$ cat config.mk
export PLATFORM = sky130hd
export DESIGN_NAME = r2r_adc_core_flat
export DESIGN_NICKNAME = d
export VERILOG_FILES = /design/src/rtl/r2r_adc_core_if.sv /design/src/rtl/r2r_adc_core.sv /design/src/flat_wrapper.sv
export SDC_FILE = /design/constraint.sdc
export NUM_CORES = 1
export LEC_CHECK = 0
export ABC_CLOCK_PERIOD_IN_PS = 2750
export BUFFER_PORTS_ARGS = -buffer_cell sky130_fd_sc_hd__buf_2
export CORE_MARGIN = 1
export CORE_UTILIZATION = 35
export CTS_CLUSTER_DIAMETER = 50
export DETAILED_ROUTE_END_ITERATION = 7
export PLACE_DENSITY = 0.62
export SYNTH_ARGS = -nofsm -noshare
export SYNTH_HDL_FRONTEND = slang
export SYNTH_SLANG_ARGS = --single-unit
$ cat constraint.sdc
create_clock -name clk -period 2.75 [get_ports clk]
set_input_delay 0.275 -clock clk [delete_from_list [all_inputs] [get_ports clk]]
set_output_delay 0.275 -clock clk [all_outputs]
set_load 0.02 [all_outputs]
$ cat src/rtl/r2r_adc_core_if.sv
// ---------------------------------------------------------------------------
// r2r_adc_core_if
// Purpose : groups the board-facing signals of the R2R ramp ADC core.
// Signals :
//   enable      - active-high ramp/conversion enable (driven by the master)
//   comparator  - raw, asynchronous comparator output (driven by the master)
//   R2R_out     - current ramp code on the R2R ladder (driven by the core)
//   ADC_OUT     - last captured conversion result (driven by the core)
// Modports: master = board/system side, slave = r2r_adc_core.
// ---------------------------------------------------------------------------
interface r2r_adc_core_if #(
    parameter int WIDTH = 8
);
    logic             enable;
    logic             comparator;
    logic [WIDTH-1:0] R2R_out;
    logic [15:0]      ADC_OUT;

    modport master (
        output enable,
        output comparator,
        input  R2R_out,
        input  ADC_OUT
    );

    modport slave (
        input  enable,
        input  comparator,
        output R2R_out,
        output ADC_OUT
    );
endinterface

$ cat src/rtl/r2r_adc_core.sv
// ---------------------------------------------------------------------------
// r2r_adc_core
// Purpose : tracking/ramp ADC. Drives a continuous up/down triangle ramp onto
//           an external R2R ladder and, on every comparator transition,
//           latches the ramp code present at that moment into ADC_OUT.
// Ports   :
//   clk    - system clock, rising edge
//   reset  - asynchronous, active-low reset
//   bus    - r2r_adc_core_if.slave (enable, comparator, R2R_out, ADC_OUT)
// Parameters: WIDTH (ladder bits, <=16), CLOCK_FREQ (Hz), WAVE_FREQ (Hz, one
//           full up+down period), VREF_MV (ladder full scale in mV).
// Optional: define R2R_ADC_MV_SCALE_EN to report ADC_OUT in millivolts
//           (code * VREF_MV / (2^WIDTH-1)); this adds one register stage.
// ---------------------------------------------------------------------------
module r2r_adc_core #(
    parameter int WIDTH      = 8,
    parameter int CLOCK_FREQ = 100_000_000,
    parameter int WAVE_FREQ  = 1000,
    parameter int VREF_MV    = 3300
) (
    input  logic           clk,
    input  logic           reset,
    r2r_adc_core_if.slave  bus
);

    localparam int     MAX_CODE = (1 << WIDTH) - 1;
    // Clocks per ramp step so that 2*(2^WIDTH-1) steps span one wave period.
    localparam longint DIV_RAW  = longint'(CLOCK_FREQ) /
                                  (longint'(WAVE_FREQ) * 2 * longint'(MAX_CODE));
    localparam int     DIV      = (DIV_RAW < 1) ? 1 : int'(DIV_RAW);
    localparam int     DIV_W    = (DIV > 1) ? $clog2(DIV) : 1;
    localparam logic [DIV_W-1:0] DIV_LAST = DIV_W'(DIV - 1);
    localparam logic [WIDTH-1:0] TOP_M1   = WIDTH'(MAX_CODE - 1);
    localparam logic [WIDTH-1:0] ONE      = WIDTH'(1);

    // Millivolt conversion, truncating. 48 bits covers 16-bit codes times
    // any realistic reference voltage without overflow.
    function automatic logic [15:0] to_mv(input logic [WIDTH-1:0] code);
        logic [47:0] prod;
        prod  = 48'(code) * 48'(VREF_MV);
        to_mv = 16'(prod / 48'(MAX_CODE));
    endfunction

    logic [DIV_W-1:0] div_cnt;
    logic [WIDTH-1:0] code_q;
    logic             dir_down;
    logic             step_tick;

    logic             cmp_s1;
    logic             cmp_s2;
    logic             cmp_prev;
    logic             capture;
    logic [15:0]      adc_q;

    assign step_tick   = bus.enable && (div_cnt == DIV_LAST);
    assign bus.R2R_out = code_q;
    assign bus.ADC_OUT = adc_q;

    // ---- ramp generator: step divider and triangle code ----
    always_ff @(posedge clk or negedge reset) begin
        if (!reset) begin
            div_cnt  <= '0;
            code_q   <= '0;
            dir_down <= 1'b0;
        end else if (!bus.enable) begin
            div_cnt  <= '0;
            code_q   <= '0;
            dir_down <= 1'b0;
        end else begin
            div_cnt <= step_tick ? '0 : div_cnt + 1'b1;
            if (step_tick) begin
                // Direction flips on the step that lands on an endpoint, so
                // neither endpoint is held for more than one step.
                if (!dir_down) begin
                    code_q <= code_q + ONE;
                    if (code_q == TOP_M1) dir_down <= 1'b1;
                end else begin
                    code_q <= code_q - ONE;
                    if (code_q == ONE) dir_down <= 1'b0;
                end
            end
        end
    end

    // ---- comparator synchronizer and transition detect ----
    // Any transition (either polarity) of the synchronized comparator
    // requests a capture of the code currently on the ladder.
    assign capture = (cmp_s2 != cmp_prev) && bus.enable;

`ifdef R2R_ADC_MV_SCALE_EN
    logic             vld_p0;
    logic [WIDTH-1:0] code_p0;

    always_ff @(posedge clk or negedge reset) begin
        if (!reset) begin
            cmp_s1   <= 1'b0;
            cmp_s2   <= 1'b0;
            cmp_prev <= 1'b0;
            vld_p0   <= 1'b0;
            adc_q    <= '0;
        end else begin
            cmp_s1   <= bus.comparator;
            cmp_s2   <= cmp_s1;
            cmp_prev <= cmp_s2;
            vld_p0   <= capture;
            // ---- p0 -> output: millivolt scaling ----
            if (vld_p0) adc_q <= to_mv(code_p0);
        end
    end

    // ---- capture -> p0: raw code held for the scaling stage ----
    always_ff @(posedge clk) begin
        if (capture) code_p0 <= code_q;
    end
`else
    always_ff @(posedge clk or negedge reset) begin
        if (!reset) begin
            cmp_s1   <= 1'b0;
            cmp_s2   <= 1'b0;
            cmp_prev <= 1'b0;
            adc_q    <= '0;
        end else begin
            cmp_s1   <= bus.comparator;
            cmp_s2   <= cmp_s1;
            cmp_prev <= cmp_s2;
            // ---- capture -> output: raw code, zero-extended ----
            if (capture) adc_q <= 16'(code_q);
        end
    end
`endif

endmodule

$ cat src/flat_wrapper.sv
// flat-port wrapper written by rule: the top's interface ports become plain ports
module r2r_adc_core_flat 
#(
    parameter int WIDTH      = 8,
    parameter int CLOCK_FREQ = 100_000_000,
    parameter int WAVE_FREQ  = 1000,
    parameter int VREF_MV    = 3300
)
  (clk, reset, bus_enable, bus_comparator, bus_R2R_out, bus_ADC_OUT);
  r2r_adc_core_if #(.WIDTH(WIDTH)) bus_i ();
  input  logic clk;
  input  logic reset;
  input wire logic [$bits(bus_i.enable)-1:0] bus_enable;
  input wire logic [$bits(bus_i.comparator)-1:0] bus_comparator;
  output wire logic [$bits(bus_i.R2R_out)-1:0] bus_R2R_out;
  output wire logic [$bits(bus_i.ADC_OUT)-1:0] bus_ADC_OUT;
  assign bus_i.enable = bus_enable;
  assign bus_i.comparator = bus_comparator;
  assign bus_R2R_out = bus_i.R2R_out;
  assign bus_ADC_OUT = bus_i.ADC_OUT;
  r2r_adc_core #(.WIDTH(WIDTH), .CLOCK_FREQ(CLOCK_FREQ), .WAVE_FREQ(WAVE_FREQ), .VREF_MV(VREF_MV)) u_core (.clk(clk), .reset(reset), .bus(bus_i));
endmodule
==> results_dict.tcl, run 1 <==
set metrics [dict create \
    crit_path_top_delay_cell "dfrtp_1" \
    totalWireLength_um 2780 \
    setup_tns_ns 0 \
    clkTransAtPathRegs_ns 0.09 \
    fin_crit_ns 1.66 \
    rrSetupSlack_ns 1.09 \
    clk_latency_ns 0.28 \
    ys_top_cells_by_area "dfrtp_1 (47%), mux2_2 (5.3%), buf_4 (5.1%), xor2_1 (4.7%), ha_1 (4.2%)" \
    clock_path_buffers 2 \
    seqCellArea_um2 701 \
    cts_htree_levels 1 \
    worstSetupStartpointType "register" \
    worstPathArrival_ns 1.87 \
    overflow 0 \
    grt_max_degree 29 \
    rr_worst_depth 6 \
    async_reset_ff_frac 1.00 \
    slew_headroom 0.582 \
    initial_core_util 0.368 \
    fin_crit_sh 0.604 \
    critical_path.max_fanout 7 \
    clockPowerShare 0.355 \
    clockRootBuffer "clkbuf_8" \
    r2r-end "u_core.bus.R2R_out[6]" \
    syn-cell-area_mm2 0.00148 \
    hp-class "in2async" \
    fin_nets 162 \
    ir_worst_vdd_mv 0.216 \
    via_per_inst 5.14 \
    critPathRequiredTime_ns 2.96 \
    synthDistinctLibCells 40 \
    die_area_mm2 0.00450 \
    drt-pass1-iter-count 5 \
    grt_antenna_before_repair 0 \
    yosys.area.top_type "dfrtp_1" \
    drv_slew 0 \
    rsz0062_at_grt "no" \
    portBuffers 19 \
    remaining_drc_errors 0 \
    place_hpwl_um 1980 \
    tightest_slew_ns 0.627 \
    tritoncts "done" \
    cts_hold_buf 0 \
    status "complete, no violations" \
    wl_per_cell_um 13.8 \
    avgSynthCellArea_um2 11.0 \
    post-route-util 0.404 \
    fp.dieW_um 67.1 \
    reg2reg_from "u_core.bus.R2R_out[0]" \
    p_int_w 0.000554 \
    yosys_warnings 0 \
    synth_top_cell_area_share 0.472 \
    power_switching_w 0.000159 \
    crit_chain "inv_2 -> ha_1 -> mux2_2 -> nand3_2 -> or3_1 -> a21oi_1" \
    cts.sinks 28 \
    grt_pass1_wl_um 4700 \
    diodes 0 \
    leakage_nw 0.790 \
    synthFlopType "dfrtp_1" \
    seqPwrFrac 0.592 \
    ys_seq_area_frac 0.472 \
    crit_type "reg2reg" \
    grt_pass1_vias 1015 \
    rows 23 \
    numCtsBuffers 3 \
    swShare 0.223 \
    drt_iter0_drc 42 \
    drive_gt1_frac 0.263 \
    core-area_mm2 0.00403 \
    synth_edf_count 0 \
    timing_hold_violations_final 0 \
    finalSetupViolCount 0 \
    io_pins 28 \
    drtAntennaViolNets 0 \
    timing.fmax_mhz 602 \
    cts_resized 0 \
    gp_congestion 0.817 \
    ys_ff_latch 28 \
    post_cts_buffers 0 \
    fin_skew_ns 0.00589 \
    grt_util_all_layers 0.140 \
    drv_cap 0 \
    power_frac_comb 0.053 \
    endpoint_kind "register" \
    critPathMaxStageDelay_ns 0.48 \
    fill_cells 404 \
    vias 1039 \
    pwr_density_cell_mw_per_mm2 438 \
    die_h_um 67.1 \
    syn_inst 135 \
    multi_input_area_um2 703 \
    syn_to_final_growth_pct 9.70 \
]
==> critical path: cells and delay by family, from the launching register on <==
| kind | cells | cell delay (ns) |
|---|---|---|
| fa+ha+maj | 1 | 0.18 |
| simple gates | 2 | 0.46 |
| mux | 1 | 0.16 |
| compound gates | 1 | 0.15 |
| buf+inv | 1 | 0.16 |
| flops | 1 | 0.48 |
==> Yosys cell counts (all sizes together), types with 2 or more instances <==
master	count
and3	3
inv	3
and2	3
mux2i	3
dfrtp	28
nand3	5
o21ai	3
or4	2
nand4	5
and4b	2
ha	5
o211ai	2
nand2b	2
mux2	7
buf	12
nor4	2
a21oi	3
nand2	9
xor2	8
xnor2	4
nor2	12
==> stage by stage <==
| stage | instance area (µm²) | cells | setup WS [ns] | hold slack (ns) | total power, W |
|---|---|---|---|---|---|
| finish | 1630 | 202 | 1.09 | 0.00541 | 0.000713 |
| global placement | 1570 | 198 | 1.14 | 0.326 | 0.000468 |
| global route | 1630 | 202 | 1.00 | 0.0478 | 0.000748 |
| floorplan | 1510 | 142 | 1.17 | -0.0206 | 0.000462 |
| CTS | 1630 | 202 | 1.08 | 0.0233 | 0.000730 |
| detailed placement | 1570 | 198 | 1.10 | 0.337 | 0.000469 |
==> power groups by stage <==
stage	clock network, W	registers, W	logic, W
floorplan	0	0.000429	0.0000328
global placement	0	0.000430	0.0000384
detailed placement	0	0.000431	0.0000389
CTS	0.000269	0.000422	0.0000389
global route	0.000281	0.000423	0.0000439
finish	0.000253	0.000422	0.0000379
==> sequential cells by signal, indices dropped and copies added, names as in the netlist <==
name / count
u_core.cmp_prev: 1
u_core.dir_down: 1
u_core.bus.R2R_out: 8
u_core.div_cnt: 8
u_core.cmp_s1: 1
u_core.bus.ADC_OUT: 8
u_core.cmp_s2: 1
==> how the worst max path moves through the flow <==
stage,from,endpoint,slack (ns),depth (start not counted)
floorplan,u_core.bus.R2R_out[0],u_core.bus.R2R_out[7],1.17,4
global placement,u_core.bus.R2R_out[2],u_core.bus.R2R_out[7],1.14,4
detailed placement,u_core.bus.R2R_out[0],u_core.bus.R2R_out[6],1.10,6
CTS,u_core.bus.R2R_out[0],u_core.bus.R2R_out[6],1.08,6
global route,u_core.bus.R2R_out[0],u_core.bus.R2R_out[6],1.00,6
finish,u_core.bus.R2R_out[0],u_core.bus.R2R_out[6],1.09,6
==> cell type report <==
| type | instances | share of cell area |
|---|---|---|
| inverters | 3 | 0.00692 |
| well taps | 50 | 0.0384 |
| repair buffers | 19 | 0.0584 |
| multi-input cells | 98 | 0.432 |
| clock buffers | 4 | 0.0338 |
| flip-flops and latches | 28 | 0.430 |
==> cell usage in the layout (no fill, tap or decap), drive strengths merged, types with 3 or more instances in the layout <==
master / instances
dfrtp: 28
buf: 19
nor2: 12
nand2: 9
xor2: 8
conb: 8
mux2: 7
nand4: 5
ha: 5
nand3: 5
xnor2: 4
clkbuf: 4
and3: 3
and2: 3
o21ai: 3
mux2i: 3
inv: 3
a21oi: 3
==> layer usage <==
layer | GRT usage | share of wire | routed length (µm) | up-vias
li1 | - | - | - | 489
met1 | 0.170 | 0.44 | 1220 | 514
met2 | 0.231 | 0.49 | 1350 | 31
met3 | 0.0257 | 0.051 | 142 | 5
met4 | 0.0824 | 0.022 | 61 | 0
met5 | 0 | 0 | 0 | -
==> cells by family after synthesis <==
logic type               Yosys count  share of synthesized area
buffers and inverters             16                     0.0717
flip-flops                        28                      0.472
AND/OR/NAND/NOR                   52                      0.213
other                              1                    0.00253
multiplexers                      10                     0.0734
AO/OA/AOI/OAI                     11                     0.0540
adder cells (fa/ha/maj)            5                     0.0422
XOR/XNOR                          12                     0.0708
No activity file was read; power rests on OpenSTA's default activity.
==> run 2: changes to the inputs <==
Settings changed: ABC_AREA from default to 1, ABC_CLOCK_PERIOD_IN_PS 2750 to 1410, PLACE_DENSITY 0.62 to 0.64.
Clock period 2.75 ns to 1.41 ns, I/O delays scaled along.
==> run 2 against run 1 <==
Net effect:
- sequential power up 100%
- via count grew 19%
- non-clock buffer count rose by 14
- largest cell class is now flip-flops and latches
- register-to-register slack worse by 1.0 ns
- clock skew is 0.0077 ns higher
- clock-buffer cell count shrank 1
- sequential cell count stayed put
- die area is 1.1% lower
- highest routed layer unchanged
- critical path depth rose by 3
- power grew to 2.5 times the previous value
==> results_dict.tcl, run 2 <==
set metrics [dict create \
    synth.most_common_cell "nand2_1" \
    hp-class "in2reg" \
    worstSetupStartpointType "register" \
    worstPathArrival_ns 1.53 \
    clockRootBuffer "clkbuf_8" \
    fill_cells 410 \
    hp-start "bus_enable" \
    ys_ff_latch 28 \
    leakage_nw 0.863 \
    io_pins 28 \
    synth_edf_count 0 \
    via_per_inst 4.68 \
    instances_no_fill 265 \
    ir_worst_vdd_mv 0.425 \
    startpoint "u_core.bus.R2R_out[1]" \
    drt_iter0_drc 118 \
    remaining_drc_errors 0 \
    wl_per_cell_um 11.6 \
    initial_core_util 0.367 \
    place_area_mm2 0.00164 \
    yosys.area.top_type "dfrtp_1" \
    syn_inst 183 \
    fin_nets 225 \
    crit_type "reg2reg" \
    die_h_um 66.7 \
    critical_path.max_fanout 5 \
    yosys_warnings 0 \
    drtAntennaViolNets 0 \
    diodes 0 \
    cts.sinks 28 \
    worstHoldPathCells 3 \
    post-route-util 0.444 \
    multi_input_area_um2 657 \
    drv_cap 0 \
    finalSetupViolCount 0 \
    r2r-end "u_core.bus.R2R_out[6]" \
    synth_fa_ha_area_frac 0.0427 \
    slew_headroom 0.569 \
    drive_gt1_frac 0.228 \
    grt_max_degree 29 \
    grt_pass1_vias 1086 \
    clock_path_buffers 2 \
    clkTransAtPathRegs_ns 0.11 \
    layout_common_cells "nand2_1 (32), dfrtp_1 (27), nor2_1 (24)" \
    critPathRequiredTime_ns 1.60 \
    timing.fmax_mhz 747 \
    die_area_mm2 0.00445 \
    synthFlopType "dfrtp_1" \
    synth_top_cell_area_share 0.478 \
    place_hpwl_um 2150 \
    vias 1239 \
    timing_hold_violations_final 0 \
    ys_top_cells_by_area "dfrtp_1 (48%), nand2_1 (8.4%), nor2_1 (6.4%), o21ai_0 (6.1%), buf_4 (5.1%)" \
    synthDistinctLibCells 22 \
    fin_ws_ns 0.0722 \
    synth-xor-area-share 0.00597 \
    cp-endpoint "u_core.bus.R2R_out[6]" \
    ys_seq_area_frac 0.478 \
    async_reset_ff_frac 1.00 \
    fin_crit_ns 1.34 \
    final_area_mm2 0.00177 \
    seqCellArea_um2 702 \
    grt_antenna_before_repair 0 \
    grt_pass1_wl_um 4930 \
    clk_latency_ns 0.29 \
    numCtsBuffers 3 \
    synthMuxAreaShare 0 \
    totalWireLength_um 3090 \
    rsz0062_at_grt "yes" \
    portBuffers 19 \
    fp.dieW_um 66.7 \
    final_common_cell "nand2_1" \
    synth_common_cells "nand2_1 (33), dfrtp_1 (28), nor2_1 (25), inv_1 (18), o21ai_0 (18)" \
    cts_htree_levels 1 \
    rr_worst_depth 9 \
    status "complete, no violations" \
    tritoncts "done" \
    rrSetupSlack_ns 0.07 \
    gp_congestion 0.831 \
    power_w 0.00178 \
    place_ws_ns -0.0348 \
    fin_skew_ns 0.0136 \
    drv_slew 0 \
    rows 23 \
    core-area_mm2 0.00400 \
    syn-cell-area_mm2 0.00147 \
    avgSynthCellArea_um2 8.01 \
    overflow 0 \
    fin_crit_sh 0.949 \
    synth_compound_area_frac 0.109 \
    reg2reg_from "u_core.bus.R2R_out[1]" \
    synth_top_family_by_area "simple AND/OR/NAND/NOR gates" \
    placed_cells 257 \
    syn_to_final_growth_pct 21.0 \
    pwr_density_cell_mw_per_mm2 1010 \
    tightest_slew_ns 0.646 \
    endpoint_kind "register" \
    synth-simple-area-share 0.244 \
    grt_util_all_layers 0.148 \
    drt-pass1-iter-count 4 \
]
[run 2: cells by family (layout without fill, tap and decap cells)]
| logic type | after synthesis | in the layout |
|---|---|---|
| and+or+nand+nor | 83 | 84 |
| buffers and inverters | 33 | 57 |
| AOI/OAI and AO/OA | 32 | 32 |
| DFF | 28 | 28 |
| adders and majority gates | 5 | 5 |
| other | 1 | 8 |
| xor gates and xnor gates | 1 | 1 |
[run 2: timing repair]
action                     CTS  global route
hold endpoints to repair    29             0
hold buffers                 2             0
pin swaps                    0             4
cloned                       0             1
setup buffers                0             1
gates resized for setup      2             8
setup endpoints to repair    7             8
[run 2: per-layer routing]
metal,vias up,part of all wire,GRT usage
met5,-,0,0
met1,570,0.52,0.214
li1,635,-,-
met2,29,0.43,0.218
met3,5,0.033,0.0103
met4,0,0.019,0.0718
[run 2: through the flow]
step	setup TNS, ns	hold slack (ns)
5_1_grt	-0.0914	0.230
2_1_floorplan	0	-0.155
3_3_place_gp	0	0.194
4_1_cts	0	0.189
6_report	0	0.208
3_5_place_dp	-0.0545	0.207
[run 2: worst min path at each step]
stage                                  endpoint  slack [ns]
after floorplan           u_core.bus.ADC_OUT[0]       -0.15
after global placement    u_core.bus.ADC_OUT[5]        0.19
after detailed placement  u_core.bus.ADC_OUT[7]        0.21
after CTS                 u_core.bus.R2R_out[7]        0.19
after global routing      u_core.bus.R2R_out[7]        0.23
final                     u_core.bus.R2R_out[7]        0.21
[run 2: worst max-delay path, stage by stage (launching register included)]
cell	delay, ns
dfrtp_2	0.46
inv_2	0.09
ha_4	0.13
nor2_1	0.04
nor2_2	0.12
nand2_1	0.07
nor2_2	0.14
nand3_1	0.08
nand2_1	0.06
nor2_1	0.04
[run 2: cell type report]
class                   instances  share of cell area
inverters                      20              0.0430
multi-input cells             130               0.370
repair buffers                 33               0.116
flip-flops and latches         28               0.396
clock inverters                 1              0.0169
clock buffers                   3              0.0233
well taps                      50              0.0353
[run 2: power breakdown]
part | internal (W) | total, W | switching [W]
registers | 0.000834 | 0.000860 | 0.0000255
clock network | 0.000381 | 0.000666 | 0.000285
logic | 0.0000974 | 0.000259 | 0.000161
total | 0.00131 | 0.00178 | 0.000472
